$ cat src/rtl/stopwatch_ctrl_if.sv
// Control bundle between the stopwatch sequencer and its neighbours.
// The button debouncers and the counter chain sit on the slave side.
interface stopwatch_ctrl_if;
  logic btn_start;
  logic btn_lap;
  logic cnt_ovf;
  logic cnt_en;
  logic cnt_clr;
  logic disp_hold;
  logic running;
  logic ovf_led;

  modport master (
    input  btn_start, btn_lap, cnt_ovf,
    output cnt_en, cnt_clr, disp_hold, running, ovf_led
  );

  modport slave (
    output btn_start, btn_lap, cnt_ovf,
    input  cnt_en, cnt_clr, disp_hold, running, ovf_led
  );
endinterface

$ cat src/rtl/stopwatch_ctrl.sv
// Stopwatch sequencer: button edges to start/stop/lap/clear, prescaled count tick.
// Define SWCTRL_OVF_WRAP_EN to let the counter wrap on overflow instead of stopping.
module stopwatch_ctrl #(
  parameter int PRESCALE = 500000,
  parameter int PW       = 24
) (
  input logic              clk,
  input logic              clr,
  stopwatch_ctrl_if.master sw
);

`ifdef SWCTRL_OVF_WRAP_EN
  localparam bit OVF_STOPS = 1'b0;
`else
  localparam bit OVF_STOPS = 1'b1;
`endif

  localparam logic [PW-1:0] LAST = PW'(PRESCALE - 1);

  typedef enum logic [2:0] {IDLE, RUN, LAP, PAUSE, OVF} state_t;

  state_t        state, state_nxt;
  logic [PW-1:0] presc, presc_nxt;

  logic start_p0, start_p1, start_p2;
  logic lap_p0, lap_p1, lap_p2;
  logic start_edge, lap_edge;

  logic cnt_en_q, cnt_clr_q, disp_hold_q, running_q, ovf_led_q;
  logic cnt_en_nxt, cnt_clr_nxt, ovf_led_nxt;
  logic ovf_evt, tick_due, active, active_nxt;

  // p0/p1: two-flop synchronizer, p2: delay for rising-edge detect
  always_ff @(posedge clk) begin
    if (clr) begin
      start_p0 <= 1'b0;
      start_p1 <= 1'b0;
      start_p2 <= 1'b0;
      lap_p0   <= 1'b0;
      lap_p1   <= 1'b0;
      lap_p2   <= 1'b0;
    end else begin
      start_p0 <= sw.btn_start;
      start_p1 <= start_p0;
      start_p2 <= start_p1;
      lap_p0   <= sw.btn_lap;
      lap_p1   <= lap_p0;
      lap_p2   <= lap_p1;
    end
  end

  assign start_edge = start_p1 & ~start_p2;
  assign lap_edge   = lap_p1 & ~lap_p2;
  assign ovf_evt    = cnt_en_q & sw.cnt_ovf;
  assign tick_due   = (presc == LAST);
  assign active     = (state == RUN) || (state == LAP);
  assign active_nxt = (state_nxt == RUN) || (state_nxt == LAP);
  assign cnt_en_nxt = active & active_nxt & tick_due;

  // Overflow outranks a same-cycle button so a chain wrap is never lost.
  always_comb begin
    state_nxt   = state;
    cnt_clr_nxt = 1'b0;
    ovf_led_nxt = ovf_led_q;
    case (state)
      IDLE: begin
        if (start_edge) state_nxt = RUN;
      end
      RUN, LAP: begin
        if (ovf_evt) ovf_led_nxt = 1'b1;
        if (ovf_evt && OVF_STOPS) state_nxt = OVF;
        else if (start_edge)      state_nxt = PAUSE;
        else if (lap_edge)        state_nxt = (state == RUN) ? LAP : RUN;
      end
      PAUSE: begin
        if (start_edge) begin
          state_nxt = RUN;
        end else if (lap_edge) begin
          state_nxt   = IDLE;
          cnt_clr_nxt = 1'b1;
          ovf_led_nxt = 1'b0;
        end
      end
      OVF: begin
        if (lap_edge) begin
          state_nxt   = IDLE;
          cnt_clr_nxt = 1'b1;
          ovf_led_nxt = 1'b0;
        end
      end
      default: state_nxt = IDLE;
    endcase
  end

  // Pause keeps the partial tick, except a tick that was due is dropped.
  always_comb begin
    presc_nxt = presc;
    if (active_nxt) begin
      if (active) presc_nxt = tick_due ? '0 : presc + PW'(1);
    end else if (state_nxt == PAUSE) begin
      if (tick_due) presc_nxt = '0;
    end else begin
      presc_nxt = '0;
    end
  end

  always_ff @(posedge clk) begin
    if (clr) begin
      state       <= IDLE;
      presc       <= '0;
      cnt_en_q    <= 1'b0;
      cnt_clr_q   <= 1'b1;
      disp_hold_q <= 1'b0;
      running_q   <= 1'b0;
      ovf_led_q   <= 1'b0;
    end else begin
      state       <= state_nxt;
      presc       <= presc_nxt;
      cnt_en_q    <= cnt_en_nxt;
      cnt_clr_q   <= cnt_clr_nxt;
      disp_hold_q <= (state_nxt == LAP);
      running_q   <= active_nxt;
      ovf_led_q   <= ovf_led_nxt;
    end
  end

  assign sw.cnt_en    = cnt_en_q;
  assign sw.cnt_clr   = cnt_clr_q;
  assign sw.disp_hold = disp_hold_q;
  assign sw.running   = running_q;
  assign sw.ovf_led   = ovf_led_q;

endmodule

$ cat src/flat_wrapper.sv
// flat-port wrapper written by rule: the top's interface ports become plain ports
module stopwatch_ctrl_flat 
#(
  parameter int PRESCALE = 500000,
  parameter int PW       = 24
)
  (clk, clr, sw_btn_start, sw_btn_lap, sw_cnt_ovf, sw_cnt_en, sw_cnt_clr, sw_disp_hold, sw_running, sw_ovf_led);
  stopwatch_ctrl_if sw_i ();
  input logic clk;
  input logic clr;
  input wire logic [$bits(sw_i.btn_start)-1:0] sw_btn_start;
  input wire logic [$bits(sw_i.btn_lap)-1:0] sw_btn_lap;
  input wire logic [$bits(sw_i.cnt_ovf)-1:0] sw_cnt_ovf;
  output wire logic [$bits(sw_i.cnt_en)-1:0] sw_cnt_en;
  output wire logic [$bits(sw_i.cnt_clr)-1:0] sw_cnt_clr;
  output wire logic [$bits(sw_i.disp_hold)-1:0] sw_disp_hold;
  output wire logic [$bits(sw_i.running)-1:0] sw_running;
  output wire logic [$bits(sw_i.ovf_led)-1:0] sw_ovf_led;
  assign sw_i.btn_start = sw_btn_start;
  assign sw_i.btn_lap = sw_btn_lap;
  assign sw_i.cnt_ovf = sw_cnt_ovf;
  assign sw_cnt_en = sw_i.cnt_en;
  assign sw_cnt_clr = sw_i.cnt_clr;
  assign sw_disp_hold = sw_i.disp_hold;
  assign sw_running = sw_i.running;
  assign sw_ovf_led = sw_i.ovf_led;
  stopwatch_ctrl #(.PRESCALE(PRESCALE), .PW(PW)) u_core (.clk(clk), .clr(clr), .sw(sw_i));
endmodule
$ cat config.mk
export PLATFORM = sky130hd
export DESIGN_NAME = stopwatch_ctrl_flat
export DESIGN_NICKNAME = d
export VERILOG_FILES = /design/src/rtl/stopwatch_ctrl_if.sv /design/src/rtl/stopwatch_ctrl.sv /design/src/flat_wrapper.sv
export SDC_FILE = /design/constraint.sdc
export NUM_CORES = 1
export LEC_CHECK = 0
export CORE_ASPECT_RATIO = 0.5
export CORE_MARGIN = 3
export CORE_UTILIZATION = 40
export CTS_BUF_LIST = sky130_fd_sc_hd__clkbuf_2
export DETAILED_ROUTE_END_ITERATION = 16
export PLACE_DENSITY = 0.56
export SETUP_SLACK_MARGIN = 0.1
export SLEW_MARGIN = 10
export SYNTH_ARGS = -nofsm -noshare
export SYNTH_HDL_FRONTEND = slang
export SYNTH_SLANG_ARGS = --single-unit
$ cat constraint.sdc
create_clock -name clk -period 4 [get_ports clk]
set_input_delay 0.6 -clock clk [delete_from_list [all_inputs] [get_ports clk]]
set_output_delay 0.6 -clock clk [all_outputs]
set_load 0.03 [all_outputs]
Word-level counts from Yosys, hierarchy flattened
Cells that the tools add are included.
{"block": "word_totals", "mem_count": 0, "ramBits": 0, "latchBits": 0, "word_cells": 60, "romBits": 0, "out_inout_bits": 5, "ff_bits": 38}
{"block": "op_classes", "eq_ne": 12, "n_addsub": 1, "multipliers": 0, "mux": 20, "div_mod_pow": 0, "shifts": 0, "reduce_logical": 7, "magnitude_cmp": 0, "n_bitwise": 7}
{"op": "24-bit two-way mux", "count": 5}
{"op": "24-bit by 1-bit adder with 24-bit output, second input constant", "count": 1}
{"op": "24-bit by 19-bit == test with 1-bit output, second input constant", "count": 1}
{"op": "3-bit two-way mux", "count": 6}
{"op": "3-bit by 2-bit == test with 1-bit output, second input constant", "count": 4}
{"op": "3-bit case mux with 4 select lines", "count": 1}
{"op": "3-bit by 1-bit == test with 1-bit output, second input constant", "count": 2}
{"op": "1-bit bitwise AND", "count": 5}
{"op": "1-bit two-way mux", "count": 5}
{"op": "2-bit by 1-bit != test with 1-bit output, second input constant", "count": 2}
{"op": "3-bit == test, second input constant", "count": 1}
{"op": "3-bit logical NOT", "count": 1}
{"op": "3-bit by 1-bit != test with 1-bit output, second input constant", "count": 1}
{"op": "1-bit case mux with 3 select lines", "count": 1}
{"op": "3-bit AND reduction", "count": 1}
{"op": "3-bit nonzero test", "count": 1}
{"op": "1-bit logical OR", "count": 2}
{"op": "2-bit two-way mux", "count": 1}
{"op": "2-bit != test, second input constant", "count": 1}
{"op": "1-bit inverter", "count": 2}
{"op": "1-bit case mux with 2 select lines", "count": 1}
{"op": "2-bit AND reduction", "count": 1}
{"op": "2-bit OR reduction", "count": 1}

Longest topological paths before layout
Gate-level depths: netlist of run 1.
{"block": "logic_depth", "depth_word": 10, "mapped_depth": 9}

Worst setup path before layout of run 1
OpenSTA, ideal clock, no wires.
{"block": "synth_timing", "path_type": "flip-flop to flip-flop", "from": "reg u_core.presc[0]", "to": "reg u_core.presc[20]", "path_slack_ns": 1.833, "setup_ns": 0.086, "arrival_ns": 2.080, "stages_incl_launch_ff": 10, "required_time_ns": 3.914, "cell_sequence": "dfxtp_1 ha_1 and3_1 buf_4 and2_2 and4_1 buf_4 o21ai_4 or4_4 a221oi_2"}
{"block": "synth_via", "elab_chain_len": 4, "word_cells_on_any_way": 7}
{"element": "start: declaration", "line": "stopwatch_ctrl.sv:23", "source": "logic [PW-1:0] presc, presc_nxt;"}
{"element": "start signal: assignment", "line": "stopwatch_ctrl.sv:118", "source": "presc <= presc_nxt;"}
{"element": "24-bit by 1-bit adder with 24-bit output or 24-bit by 19-bit == test with 1-bit output (tied branches)", "line": "stopwatch_ctrl.sv:99, stopwatch_ctrl.sv:55"}
{"element": "24-bit two-way mux (2 in a row)", "line": "stopwatch_ctrl.sv:99", "source": "if (active) presc_nxt = tick_due ? '0 : presc + PW'(1);"}
{"element": "24-bit two-way mux", "line": "stopwatch_ctrl.sv:98", "source": "if (active_nxt) begin"}
Several ways; a longest one is shown, not always the timed one. The select of a mux whose other input is x is not followed.
A chain may end at the register's enable or synchronous reset.

Final worst setup path of run 1
{"block": "layout_timing", "from": "reg u_core.presc[0]", "to": "reg u_core.presc[15]"}
The elaborated chain is that of the path after synthesis.

==> metrics, run 1 <==
Total Wirelength 5630 µm; drt initial violations 194; TritonCTS Sinks 38; maxcap violations 0; number of synthesized flops with an enable pin 0; metal2 WL 2280 µm; Metal-1 WL 2930 µm; first-pass GRT wire length 9320 µm; register area share after synthesis 37.5%; crit path cell chain ha_1 > and3_1 > and2_2 > nand4_1 > a21oi_1 > nor2_1 > a221o_1; core area around 4600 µm²; gr usage total 19.7%; Post-Route Skew 16.7 ps; PwrDens about 310 nW/µm²; Reg clk slew, reported paths 200 ps; setup violators final 0; fmax 0.380 GHz; cts bufs inserted 5; Horiz. Die Dim roughly 110 µm; aggregate global routing overflow 0; Slew Limit Fails 0; Cells after Synth 248; Hold Path Origin u_core.start_p0; clk buf depth 2; Initial DRT Pass Iterations 5; initial antenna violation count 0; CTS resizes 0; # diodes 0; critical path launch point type flop; Post-DRT Antenna Nets 0; I/O Pins 10; IO Port Bufs 9; R2R Path Start u_core.presc[0]; Critical Path Slowest Stage Cell a21oi_1; Syn. warnings 0; CTS tree built; Top Metal Used met4; ys async rst share 0%; ys flop type dfxtp_1; WL/cell 17.7 µm; DP Wirelength roughly 4100 µm; synthesized area 2030 µm²; measured slew at the worst slew-check pin roughly 760 ps; Crit path required time 4300 ps; Yosys reg bits 38; CTS Root Cell clkbuf_2; Max-slew headroom 49.0%; die height 56.4 µm; Final Critical Period 2630 ps; Leak a little under 0.8 nW; H-tree levels 2; Avg Vias per Cell 6.06; crit-path max cell delay 570 ps; status completed; Clock Latency Late Sink between 300 and 400 ps; RSZ-0062 raised after global routing no; Setup WS post-layout 1370 ps; final setup TNS 0 ps; share of cells above drive strength 1 6.75%; largest net degree at the start of global routing 26; cts hold-fix bufs 0; most frequent cells in the layout 38 x dfxtp_1, 23 x nor2_1, 21 x nand2_1, 18 x nand3_1, 14 x a21oi_1; met3 WL 371 µm; distinct cell type count after synthesis 57; CP startpoint u_core.presc[0]; final period utilization 65.8%; GPL Wtd Cong 0.924; crit path kind reg -> reg; Synthesized Nets 254; worst slack, placed about 1300 ps; Hold Vio Cnt, Final 0; post-CTS setup repair buffer count 0; cell family with the largest share of critical-path delay compound AO/OA/AOI/OAI gates; CP bufs+invs 0; most common cell after layout, fill and taps aside dfxtp_1; Crit Path Max Fanout 6; vias roughly 1.9k; critical path capture point type flop; area grow syn2layout 8.32%; Final #Nets 258; Hold Crit Class reg -> reg; Max IR drop VDD 0.000117 V; die area about 6000 µm²; cell row count 17; vias in the first global route 1,827; Starting Density 43.8%; synthesized area per cell 8.19 µm²; Critical Path AT 2930 ps; DRC 0
==> state kept, by name, indices dropped and copies added (netlist names) <==
name                 flops
u_core.state             3
u_core.presc            24
u_core.lap_p0            1
u_core.sw.running        1
u_core.sw.ovf_led        1
u_core.sw.disp_hold      1
u_core.start_p2          1
u_core.start_p1          1
u_core.lap_p2            1
u_core.start_p0          1
u_core.sw.cnt_clr        1
u_core.sw.cnt_en         1
u_core.lap_p1            1
==> power breakdown <==
group          leakage (nW)  total, mW  internal [mW]  switching, mW
clock network        0.0365      0.232          0.101          0.132
registers             0.308      0.389          0.385        0.00381
logic                 0.440     0.0700         0.0244         0.0456
==> area by class of cell <==
cell class | count | area [µm²]
Clock buffer | 5 | 25.0
Clock inverter | 2 | 33.8
Fill cell | 492 | 2440
Inverter | 5 | 18.8
Multi-Input combinational cell | 192 | 1180
Sequential cell | 38 | 761
Tap cell | 66 | 82.6
Timing Repair Buffer | 10 | 97.6
==> path summary, 6_finish.rpt <==
| path | endpoint | slack [ps] | cells after the start |
|---|---|---|---|
| hold / removal | u_core.start_p1 | 460 | 1 |
| hold reg to reg | u_core.start_p1 | 460 | 1 |
| setup / recovery | u_core.presc[15] | 1370 | 7 |
| setup reg to reg | u_core.presc[15] | 1370 | 7 |
==> per-layer routing <==
layer	vias to the layer above	global-route usage (%)
met3	8	5.17
met1	909	30.1
li1	936	-
met4	0	4.92
met5	-	0
met2	73	27.0
==> metrics by stage <==
stage	instances	utilization (%)	total power, mW	area (µm²)	hold WS (ps)
2_1_floorplan	248	-	0.442	2030	414
3_3_place_gp	311	46.2	0.465	2140	422
3_5_place_dp	311	46.2	0.465	2140	430
4_1_cts	318	47.4	0.694	2200	468
5_1_grt	318	47.4	0.719	2200	488
6_report	318	47.4	0.691	2200	464
==> logic make-up after synthesis <==
logic type      share of synthesized area [%]
xor+xnor                                0.431
flops                                    37.5
buf+inv                                  4.37
fa+ha+maj                               0.616
simple gates                             32.2
mux                                     0.493
compound gates                           24.4
==> synthesized netlist by cell type, types with 5 or more instances <==
cell       n  area [µm²]
nand4_1    5        31.3
a21o_1     7        52.6
nor3_1     8        40.0
nor2_1    23        86.3
o21ai_0    9        45.0
buf_4      5        37.5
nand2_1   21        78.8
nor2b_1   11        68.8
and3_1     9        56.3
clkbuf_1   6        22.5
a21oi_1   14        70.1
dfxtp_1   38         761
nand3_1   18        90.1
(Power assumes the default switching activity.)
==> run 2, diff against run 1 <==
==> constraint.sdc (replaced) <==
create_clock -name clk -period 2.6 [get_ports clk]
set_input_delay 0.39 -clock clk [delete_from_list [all_inputs] [get_ports clk]]
set_output_delay 0.39 -clock clk [all_outputs]
set_load 0.03 [all_outputs]
==> run 2 against run 1 <==
Final area grew 2.8%. Critical path type unchanged. Utilization grew 1.3 points. Register-to-register slack worse by 1100 ps. Cell count increased by 3.1%. Critical endpoint is now u_core.presc[20]. Critical path depth is the same. Clock-buffer cell count unchanged. Sequential share of layout area decreased by 0.88 points. Sequential cell count unchanged.
==> metrics, run 2 (synthesis results as in run 1) <==
fmax 0.428 GHz; Top reg by flops u_core.presc; Final #Nets 267; aggregate global routing overflow 0; Leak around 0.82 nW; Filler cells 491; critical path launch point type flop; die height about 56 µm; Initial DRT Pass Iterations 5; I/O Pins 10; Max IR drop VDD 0.000179 V; cts bufs inserted 5; Crit path required time 2930 ps; largest net degree at the start of global routing 25; Clock Latency Late Sink 400 ps; vias between 1.5k and 2k; die area between 6000 and 7000 µm²; Horiz. Die Dim 107 µm; maxcap violations 0; WL/cell 17.2 µm; setup violators final 0; Total Wirelength 5630 µm; # diodes 0; core area 4640 µm²; Reg clk slew, reported paths 210 ps; Max-slew headroom 69.5%; RSZ-0062 raised after global routing no; Comb pwr share a little under an eighth; Slew Limit Fails 0; Clock Power Share 28.0%; Post-DRT Antenna Nets 0; status completed; Post-Place Cells 320; CTS Root Cell clkbuf_2; share of power burned in registers 60.4%; final period utilization 89.8%; most common cell after layout, fill and taps aside dfxtp_1; final setup TNS 0 ps; final core area utilization 48.8%; Crit Path Max Fanout 10; vias in the first global route between 1.5k and 2k; Sw Share 29.6%; Pint 0.698 mW; worst slack, placed 238 ps; Starting Density 43.8%; Largest regs u_core.presc (24), u_core.state (3); Setup WS post-layout 264 ps; H-tree levels 2; crit path kind reg -> reg; PwrDens ~440 nW/µm²; DRC 0; cell row count 17; post-CTS setup repair buffer count 0; measured slew at the worst slew-check pin 456 ps; drt initial violations 116; clk buf depth 2; initial antenna violation count 0; share of cells above drive strength 1 11.8%; net switching power between 0.2 and 0.3 mW; Avg Vias per Cell 6.04; max FFs per register 24; first-pass GRT wire length 9430 µm; CTS resizes 0; final hold slack 466 ps; most frequent cells in the layout 37 x dfxtp_1, 23 x nor2_1, 21 x nand2_1, 17 x nand3_1, 13 x a21oi_1; DP Wirelength 4100 µm; Hold Vio Cnt, Final 0; TritonCTS Sinks 38; cts hold-fix bufs 0; Non-Filler Instances 328; area grow syn2layout 11.3%; IO Port Bufs 9; Post-Route Skew around 6.8 ps; Final Critical Period 2340 ps; Critical Path AT 2670 ps; critical path capture point type flop; GPL Wtd Cong 0.884; Hold Crit Class reg -> reg; gr usage total 20.0%; CTS tree built
run 2: metrics by stage:
step / area (µm²) / power (mW)
2_1_floorplan: 2030 / 0.680
3_3_place_gp: 2210 / 0.723
3_5_place_dp: 2210 / 0.722
4_1_cts: 2250 / 0.992
5_1_grt: 2260 / 1.03
6_report: 2260 / 0.992
run 2: final timing paths:
| check | startpoint | end | slack, ps | cells past startpoint |
|---|---|---|---|---|
| worst max-delay path | u_core.presc[1] | u_core.presc[20] | 260 | 7 |
| worst min-delay path | u_core.lap_p0 | u_core.lap_p1 | 470 | 1 |
| worst max register to register | u_core.presc[1] | u_core.presc[20] | 260 | 7 |
| worst min register to register | u_core.lap_p0 | u_core.lap_p1 | 470 | 1 |
run 2: worst max-delay path, cell delays in order (launching register included):
cell      delay (ps)
dfxtp_1          420
ha_1             210
and3_2           260
and2_2           210
and4_1           280
o21ai_4          130
or4_4            510
a221oi_2         260
run 2: final cells by class:
cell class,instances,area (µm²),share of cell area [%]
multi-input cells,192,1190,52.7
clock inverters,3,16.3,0.719
well taps,66,82.6,3.65
clock buffers,5,25.0,1.11
inverters,5,18.8,0.830
repair buffers,19,165,7.30
flip-flops and latches,38,762,33.7
run 2: power groups by stage:
stage          clock network, mW  logic, mW  registers, mW
2_1_floorplan                  0     0.0693          0.611
3_3_place_gp                   0      0.114          0.609
5_1_grt                    0.307      0.126          0.601
4_1_cts                    0.280      0.113          0.598
3_5_place_dp                   0      0.113          0.610
6_report                   0.277      0.116          0.598
run 2: routing by layer:
metal | share of wire [%] | vias to the layer above | GRT usage [%]
li1 | - | 949 | -
met1 | 51 | 957 | 30.9
met2 | 41 | 71 | 27.8
met3 | 7.0 | 4 | 4.59
met4 | 0.39 | 0 | 4.01
met5 | 0 | - | 0
